==> src/rtl/swap_regs.sv <==
// Sequential register-pair exchange unit: captures two operands on start, runs a
// three-step XOR exchange (swap / pass / compare-and-swap) and presents registered results.
// Latency: 4 cycles start-to-done; throughput 1 op per 4 cycles.
// Backpressure: none; start is ignored while busy, nothing is queued.
module swap_regs #(
    parameter int N = 8
) (
    input  logic         clk,
    input  logic         reset,
    input  logic         start,
    input  logic [1:0]   mode,
    input  logic [N-1:0] reg1,
    input  logic [N-1:0] reg2,
    output logic [N-1:0] reg1_o,
    output logic [N-1:0] reg2_o,
    output logic         busy,
    output logic         done,
    output logic         swapped
);

    typedef enum logic [1:0] {
        IDLE = 2'd0,
        S1   = 2'd1,
        S2   = 2'd2,
        S3   = 2'd3
    } state_t;

    state_t         state_q, state_d;
    logic [N-1:0]   a_q, a_d;
    logic [N-1:0]   b_q, b_d;
    logic           x_q, x_d;
    logic [N-1:0]   r1_q, r1_d;
    logic [N-1:0]   r2_q, r2_d;
    logic           sw_q, sw_d;
    logic           busy_q, busy_d;
    logic           done_q, done_d;

    always_ff @(posedge clk or negedge reset) begin
        if (!reset) begin
            state_q <= IDLE;
            a_q     <= '0;
            b_q     <= '0;
            x_q     <= 1'b0;
            r1_q    <= '0;
            r2_q    <= '0;
            sw_q    <= 1'b0;
            busy_q  <= 1'b0;
            done_q  <= 1'b0;
        end else begin
            state_q <= state_d;
            a_q     <= a_d;
            b_q     <= b_d;
            x_q     <= x_d;
            r1_q    <= r1_d;
            r2_q    <= r2_d;
            sw_q    <= sw_d;
            busy_q  <= busy_d;
            done_q  <= done_d;
        end
    end

    always_comb begin
        state_d = state_q;
        a_d     = a_q;
        b_d     = b_q;
        x_d     = x_q;
        r1_d    = r1_q;
        r2_d    = r2_q;
        sw_d    = sw_q;
        busy_d  = busy_q;
        done_d  = 1'b0;

        unique case (state_q)
            IDLE: begin
                if (start) begin
                    a_d     = reg1;
                    b_d     = reg2;
                    busy_d  = 1'b1;
                    state_d = S1;
                    unique case (mode)
                        2'b00:   x_d = 1'b1;
                        2'b10:   x_d = (reg1 > reg2);
                        default: x_d = 1'b0;
                    endcase
                end
            end
            S1: begin
                if (x_q) a_d = a_q ^ b_q;
                state_d = S2;
            end
            S2: begin
                if (x_q) b_d = a_q ^ b_q;
                state_d = S3;
            end
            S3: begin
                // Final XOR step lands directly in the output register.
                r1_d    = x_q ? (a_q ^ b_q) : a_q;
                r2_d    = b_q;
                sw_d    = x_q;
                done_d  = 1'b1;
                busy_d  = 1'b0;
                state_d = IDLE;
            end
            default: state_d = IDLE;
        endcase
    end

    assign reg1_o  = r1_q;
    assign reg2_o  = r2_q;
    assign busy    = busy_q;
    assign done    = done_q;
    assign swapped = sw_q;

endmodule

==> config.mk <==
export PLATFORM = sky130hd
export DESIGN_NAME = swap_regs
export DESIGN_NICKNAME = d
export VERILOG_FILES = /design/src/rtl/swap_regs.sv
export SDC_FILE = /design/constraint.sdc
export NUM_CORES = 1
export LEC_CHECK = 0
export BUFFER_PORTS_ARGS = -buffer_cell sky130_fd_sc_hd__buf_2
export CAP_MARGIN = 25
export CORE_MARGIN = 4
export CORE_UTILIZATION = 59
export CTS_CLUSTER_DIAMETER = 60
export DETAILED_ROUTE_END_ITERATION = 16
export PLACE_DENSITY = 0.92
export SLEW_MARGIN = 20
export SYNTH_ARGS = -nofsm -noshare
export SYNTH_HDL_FRONTEND = slang
export SYNTH_SLANG_ARGS = --single-unit
==> constraint.sdc <==
create_clock -name clk -period 4.5 [get_ports clk]
set_clock_uncertainty 0.2 [all_clocks]
set_input_delay 0.9 -clock clk [delete_from_list [all_inputs] [get_ports clk]]
set_output_delay 0.9 -clock clk [all_outputs]
set_load 0.05 [all_outputs]
==> impl_results.md, run 1 <==
- Final Hold Violating Endpoints: 0
- Top post-synthesis cells by count: a21oi_1, dfrtp_1, nand2_1, o22ai_1, ha_1
- Setup Fix Bufs, Post-CTS: 0
- Post-Synthesis Cells: 212
- Worst slack, placed: 2070 ps
- Drc violations: 0
- Post-synth top flop: dfrtp_1
- Post-synth EDFFs: 0
- Layout area overhead: 13.6%
- Final setup fails: 0
- Die Span X: between 60 and 70 microns
- Cell Area, Synth: 2020 sq um
- Setup tns final: 0 ps
- RSZ-0062 raised after global routing: no
- Yosys reg bits: 38
- PwrDens: 864 nW/um^2
- FMAX: 400 MHz
- Nature of the critical path startpoint: register
- Fin Hold WS: 311 ps
- Die area: approximately 4400 sq um
- Largest stage delay, worst path: about 570 ps
- Dpl cells: 285
- Max Cap Violations: 0
- Netlist cell types: 30
- Hpwl dp: 2.98 mm
- Post-CTS sizing: 0
- Total gr overflow: 0
- Clock sinks: 38
- Syn_area_per_cell: 9.52 sq um
- Post-layout util: 0.727
- Vias per cell: 5.60
- Post-Route WL: 4.27 mm
- Num CTS Buffers: 5
- R2r setup slk: 2000 ps
- # IOs: 40
- Cts hold-fix bufs: 0
- Slowest stage cell, crit path: nor3_4
- Pleak: 1.03 nW
- Synth Warn #: 0
- Syn Nets: 245
- Critical path, cell by cell: inv_1 -> ha_1 -> nor2_2 -> nor3_4 -> nand3_1 -> o21ai_0 -> a21oi_1
- Fin nets: 282
- DRT iter0 DRCs: 91
- Buffers on Ports: 39
- Fin crit share: 0.556
- Largest net degree at the start of global routing: 39
- Finished Layout Cells: approximately 300
- Count leader, synth: a21oi_1
- First-pass GRT wire length: 6.93 mm
- H-tree levels: 2
- Crit path kind: reg -> reg
- Crit end category: register
- CTS tree: done
- FILL cells: 251
- Via count: 1646
- Register area share after synthesis: 0.471
- Initial antenna violation count: 0
- Top cells by area, synth: dfrtp_1, a21oi_1, ha_1
- # diodes: 0
- Drt wl/cell: 14.5 microns
- Clock-pin slew on the worst setup and hold paths: around 130 ps
- Worst hold path type: reg -> reg
- Max-slew headroom: 0.463
- Clk root buf: clkbuf_4
- Row count: 20
- Die Height: about 66 microns
- Worst-path maximum fanout: 16
- RD Place Congestion: 0.782
- Core region area: roughly 3200 sq um
- Share of synthesized registers carrying an async set or reset: 1.00
- Synth top area share: 0.471
- DRT Pass-1 Iters: 4
- Final antenna-violating net count: 0
- Worst EP required: 4540 ps
- Worst vdd ir: 0.586 mV
- Slew Viols, Final: 0
- GR Util All Layers: 0.215
- Worst-Margin Slew: 806 ps
- Layout cells sized above 1: 0.252
- Final Worst Setup Slack: 2000 ps
- Data arrival, critical path: approximately 2500 ps
- Clock Path Buffers: 2
- Status: finished clean
- Vias in the first global route: 1557
- Minimum clock period: 2500 ps
- Synth area leader: dfrtp_1
- Initial Utilization: 0.640
- Clock Latency Late Sink: 370 ps
-- power by group --
part           switching (mW)  total (mW)  internal, mW
clock network           0.120       0.195        0.0751
registers               0.152       0.669         0.517
logic                   0.743        1.12         0.375
total                    1.02        1.98         0.967
-- placed cells by master, fill, tap and decap left out, types with 2 or more instances in the layout --
cell	instances
a21oi_1	39
buf_2	39
clkbuf_4	5
dfrtp_1	38
ha_1	12
inv_1	11
mux2_2	10
nand2_1	27
nand2b_1	2
nand3_1	8
nand4_1	2
nor2_1	9
o21ai_0	11
o22ai_1	13
or3_1	2
xor2_1	8
-- flip-flops by register name, indices dropped and copies added (netlist names) --
signal	cells
a_q	8
b_q	8
busy	1
done	1
reg1_o	8
reg2_o	8
state_q	2
swapped	1
x_q	1
-- final timing paths --
path	cells past startpoint	to	startpoint
min in group asynchronous	1	b_q[5]	reset
hold reg to reg	1	reg2_o[6]	reg2_o[6]
setup / recovery	7	b_q[1]	state_q[0]
setup reg to reg	7	b_q[1]	state_q[0]
hold / removal	1	reg2_o[6]	reg2_o[6]
max in group asynchronous	1	b_q[0]	reset
-- logic make-up (layout without fill, tap and decap cells) --
logic type      count (synthesis)  after routing  share of synthesized area
compound gates                 67             67                      0.181
simple gates                   55             55                      0.131
flops                          38             38                      0.471
buf+inv                        21             59                     0.0471
fa+ha+maj                      12             12                     0.0744
mux                            11             11                     0.0608
xor+xnor                        8              8                     0.0347
-- final cells by class --
class	instances	area [sq um]	area share
multi-input combinational	153	972	0.424
sequential	38	951	0.415
timing repair buffer	40	210	0.0917
tap	44	55.1	0.0240
clock buffer	6	51.3	0.0224
inverter	11	41.3	0.0180
clock inverter	2	12.5	0.00546
-- layer usage --
layer	vias up	part of all wire	wire length, microns	track usage
li1	820	-	-	-
met1	758	0.43	1830	0.252
met2	57	0.48	2030	0.358
met3	11	0.070	300	0.0438
met4	0	0.025	108	0.132
met5	-	0	0	0
-- stage by stage --
step | cell area (sq um) | total power, mW
final | 2290 | 1.98
after global routing | 2290 | 2.13
after CTS | 2280 | 1.98
after detailed placement | 2210 | 1.78
after global placement | 2210 | 1.73
after floorplan | 2020 | 1.56
-- critical path, delay by kind of cell (launching register included) --
| kind | cells | cell delay, ps |
|---|---|---|
| adders and majority gates | 1 | 540 |
| and+or+nand+nor | 3 | 880 |
| DFF | 1 | 420 |
| AOI/OAI and AO/OA | 2 | 240 |
| buffers and inverters | 1 | 110 |
No activity file was read; power rests on OpenSTA's default activity.
==> run 2, diff against run 1 <==
- CORE_UTILIZATION: 59 -> 49
- PLACE_DENSITY: 0.92 -> 0.82
- clock period: 4.5 -> 2.1 ns (I/O delays scaled with it)
==> impl_results.md, run 2 (synthesized netlist as in run 1, its figures left out) <==
- Vias in the first global route: 1650 (+6.0%)
- Final setup fails: 0 (unchanged)
- Layout area overhead: 20.1%
- Crit path kind: reg -> reg
- Via count: 1716 (+4.3%)
- Worst EP required: 2060 ps (-2480 ps)
- Clock Latency Late Sink: 290 ps (-80 ps)
- CTS tree: done
- Num CTS Buffers: 5 (unchanged)
- Clock Path Buffers: 2 (unchanged)
- Largest net degree at the start of global routing: 19 (-51%)
- First-pass GRT wire length: 7.57 mm (+9.2%)
- Max Cap Violations: 0 (unchanged)
- Post-Route WL: 4.45 mm (+4.3%)
- CP Launch Point: state_q[0]
- Core region area: 4000 sq um (+27%)
- Die area: 5210 sq um (+18%)
- PwrDens: 1860 nW/um^2 (+120%)
- Final Hold Violating Endpoints: 0 (unchanged)
- FF/Latch Area: 951 sq um (unchanged)
- Die Span X: 72.2 microns (+8.6%)
- Die Height: 72.2 microns (+8.6%)
- Setup Fix Bufs, Post-CTS: 0 (unchanged)
- RSZ-0062 raised after global routing: no
- Pleak: 1.11 nW (+7.3%)
- DRT Pass-1 Iters: 4 (unchanged)
- Crit end category: register
- Slew Viols, Final: 0 (unchanged)
- Post-CTS sizing: 0 (unchanged)
- Clock sinks: 38 (unchanged)
- Minimum clock period: 1970 ps (-534 ps)
- RD Place Congestion: 0.863 (+10%)
- Post-layout util: 0.606 (-0.121)
- Drt wl/cell: 14.3 microns (-1.4%)
- Initial Utilization: 0.505 (-0.136)
- Worst hold path type: in -> reg
- Buffers on Ports: 39 (unchanged)
- Clk root buf: clkbuf_8
- Cts hold-fix bufs: 1 (+1)
- Reg-to-Reg Start: state_q[0]
- Clock-pin slew on the worst setup and hold paths: 70 ps (-60 ps)
- FMAX: 509 MHz (+27%)
- Max-slew headroom: 0.764 (+0.301)
- Drc violations: 0 (unchanged)
- Worst-path maximum fanout: 9 (-7)
- FILL cells: 338 (+35%)
- Layout cells sized above 1: 0.280 (+0.0277)
- HP Start: mode[1]
- DRT iter0 DRCs: 87 (-4.4%)
- Final antenna-violating net count: 0 (unchanged)
- Setup tns final: 0 ps (unchanged)
- GR Util All Layers: 0.187 (-0.0281)
- Fin nets: 293 (+3.9%)
- Data arrival, critical path: 1930 ps (-610 ps)
- Commonest cells after routing, fill and taps aside: a21oi_1, buf_2, dfrtp_1
- Nature of the critical path startpoint: register
- Row count: 23 (+15%)
- Vias per cell: 5.52 (-1.4%)
- # IOs: 40 (unchanged)
- Total gr overflow: 0 (unchanged)
- Initial antenna violation count: 0 (unchanged)
- Hpwl dp: 3.37 mm (+13%)
- Worst vdd ir: 0.953 mV (+63%)
- Fin crit share: 0.936 (+0.381)
- H-tree levels: 2 (unchanged)
- Status: finished clean
- Worst-Margin Slew: 354 ps (-452 ps)
- # diodes: 0 (unchanged)
- Area occupied by multi-input gates: 972 sq um (unchanged)
## run 2: metal layers
layer / part of all wire / track usage
met5: 0 / 0
met4: 0.025 / 0.0772
met3: 0.061 / 0.0374
met2: 0.47 / 0.292
met1: 0.44 / 0.254
## run 2: path summary, 6_finish.rpt
| check | to | depth (start not counted) | slack, ps |
|---|---|---|---|
| max in group asynchronous | a_q[2] | 3 | 830 |
| worst min register to register | reg2_o[3] | 1 | 310 |
| worst max-delay path | b_q[4] | 6 | 130 |
| worst min-delay path | x_q | 2 | 190 |
| min in group asynchronous | reg1_o[2] | 2 | 370 |
| worst max register to register | b_q[4] | 6 | 130 |
## run 2: worst max-delay path, stage by stage, from the launching register on
cell and delay [ps]:
dfrtp_1 400, inv_1 110, ha_1 330, nor2_2 110, or3_1 470, o22ai_1 160
a21oi_1 60
## run 2: stage by stage
step / hold slack, ps / cell area [sq um] / std cells / total power, mW / setup slack [ps]
final: 188 / 2420 / 311 / 4.52 / 134
after global routing: 194 / 2420 / 311 / 4.87 / 2.83
after CTS: 182 / 2420 / 311 / 4.55 / 129
after global placement: 150 / 2300 / 302 / 3.88 / 200
after floorplan: -75.6 / 2020 / 212 / 3.35 / 337
after detailed placement: 150 / 2300 / 302 / 3.95 / 156
## run 2: cell type report
class / count / share of cell area
clock buffers: 8 / 0.0454
repair buffers: 51 / 0.119
inverters: 11 / 0.0170
well taps: 50 / 0.0258
flip-flops and latches: 38 / 0.392
multi-input cells: 153 / 0.401
## run 2: report_power, final
group          leakage, nW  internal (mW)  switching, mW
logic                0.621          0.896           1.63
clock network       0.0575          0.331          0.247
registers            0.428           1.11          0.298
==> run 3, diff against run 2 <==
- RECOVER_POWER: unset -> 25
==> impl_results.md, run 3 (synthesized netlist as in run 1, its figures left out) <==
- Worst-Margin Slew: 925 ps (+571 ps)
- Final setup fails: 0 (unchanged)
- Fin crit share: 0.960 (+0.0240)
- Fin Hold WS: 186 ps (-1.22 ps)
- Num CTS Buffers: 5 (unchanged)
- Layout cells sized above 1: 0.268 (-0.0115)
- Combinational Power Share: 0.559 (about the same)
- Final antenna-violating net count: 0 (unchanged)
- Layout area overhead: 19.6%
- CTS tree: done
- PwrDens: 1870 nW/um^2 (+0.17%)
- FMAX: 496 MHz (-2.5%)
- Worst hold path type: in -> reg
- GR Util All Layers: 0.187 (unchanged)
- Post-layout util: 0.603 (-0.00282)
- Fin nets: 293 (unchanged)
- Max Cap Violations: 0 (unchanged)
- Clock Path Buffers: 2 (unchanged)
- Die Height: 72.2 microns (unchanged)
- Total Power: 4.51 mW (-0.29%)
- Clk root buf: clkbuf_8
- H-tree levels: 2 (unchanged)
- Final Worst Setup Slack: 83.3 ps (-50.5 ps)
- Pleak: 1.10 nW (-1.0%)
- Setup tns final: 0 ps (unchanged)
- Initial antenna violation count: 0 (unchanged)
- RSZ-0062 raised after global routing: no
- Crit end category: register
- RD Place Congestion: 0.863 (unchanged)
- Minimum clock period: 2020 ps (+50.5 ps)
- # diodes: 0 (unchanged)
- Die area: 5210 sq um (unchanged)
- # IOs: 40 (unchanged)
- Worst slack, placed: 156 ps (unchanged)
- Clock-pin slew on the worst setup and hold paths: 70 ps (about the same)
- Row count: 23 (unchanged)
- DRT Pass-1 Iters: 4 (unchanged)
- Clock Latency Late Sink: 290 ps (about the same)
- Largest net degree at the start of global routing: 19 (unchanged)
- DRT iter0 DRCs: 92 (+5.7%)
- Total gr overflow: 0 (unchanged)
- Clock power frac: 0.128 (about the same)
- Buffers on Ports: 39 (unchanged)
- Commonest cells after routing, fill and taps aside: a21oi_1, dfrtp_1, buf_2
- Net Sw Power: 2.18 mW (+0.11%)
- Nature of the critical path startpoint: register
- Final Hold Violating Endpoints: 0 (unchanged)
- Max-slew headroom: 0.384 (-0.381)
- Vias per cell: 5.42 (-1.7%)
- Core region area: 4000 sq um (unchanged)
- Sequential share of power: 0.313 (about the same)
- Via count: 1686 (-1.7%)
- Post-CTS sizing: 0 (unchanged)
- First-pass GRT wire length: 7.57 mm (unchanged)
- Commonest non-fill, non-tap cell in the layout: a21oi_1
- Drt wl/cell: 14.4 microns (+0.45%)
- Slew Viols, Final: 0 (unchanged)
- Hpwl dp: 3.37 mm (unchanged)
- Worst-path maximum fanout: 18 (+9)
- Status: finished clean
- Cell internal pwr: 2.32 mW (-0.66%)
- Sw Ratio: 0.484 (+0.00194)
- Initial Utilization: 0.505 (unchanged)
- Clock sinks: 38 (unchanged)
- Crit path kind: reg -> reg
- Data arrival, critical path: 1990 ps (+60 ps)
- Worst EP required: 2070 ps (about the same)
- Vias in the first global route: 1650 (unchanged)
- Worst vdd ir: 0.943 mV (-1.1%)
- Drc violations: 0 (unchanged)
- Die Span X: 72.2 microns (unchanged)
- Post-Route WL: 4.47 mm (+0.45%)
[run 3: changes by cell type in the layout (fill, tap and decap cells not counted)]
cell | previous run | this run
buf_2 | 39 | 38
buf_4 | 11 | 8
clkbuf_1 | 0 | 3
clkbuf_2 | 0 | 1
[run 3: power by group through the flow]
| stage | registers (mW) | logic, mW | clock network (mW) |
|---|---|---|---|
| after floorplan | 1.99 | 1.36 | 0 |
| after global placement | 1.41 | 2.47 | 0 |
| after detailed placement | 1.42 | 2.53 | 0 |
| after CTS | 1.41 | 2.54 | 0.599 |
| after global routing | 1.47 | 2.77 | 0.613 |
| final | 1.41 | 2.52 | 0.578 |
[run 3: path summary, 6_finish.rpt]
| kind | start | to | slack (ps) | cells after the start |
|---|---|---|---|---|
| max in group asynchronous | reset | reg2_o[0] | 340 | 3 |
| min in group asynchronous | reset | reg1_o[2] | 550 | 2 |
| max reg2reg | state_q[1] | reg2_o[5] | 80 | 3 |
| min reg2reg | reg2_o[3] | reg2_o[3] | 310 | 1 |
| max | state_q[1] | reg2_o[5] | 80 | 3 |
| min | mode[1] | x_q | 190 | 2 |
[run 3: layout make-up]
class,instances,area (sq um)
Sequential cell,38,951
Multi-Input combinational cell,153,972
Fill cell,343,1590
Timing Repair Buffer,51,277
Tap cell,50,62.6
Clock buffer,8,110
Inverter,11,41.3
[run 3: layer usage]
metal	GRT usage	vias up	part of all wire
li1	-	847	-
met1	0.254	776	0.45
met2	0.292	54	0.47
met3	0.0374	9	0.060
met4	0.0772	0	0.021
met5	0	-	0
[run 3: worst max-delay path, stage by stage (launching register included)]
cell and delay (ps):
dfrtp_1 390, ha_1 190, clkbuf_1 700, mux2_2 420
[run 3: metrics by stage]
step	instances	instance area [sq um]
6_report	311	2410
5_1_grt	311	2410
4_1_cts	311	2420
3_5_place_dp	302	2300
3_3_place_gp	302	2300
2_1_floorplan	212	2020
[run 3: timing repair]
action,in CTS,in global routing
hold endpoints to repair,13,0
setup endpoints to repair,0,0
buffers inserted,0,0
hold buffers,1,0
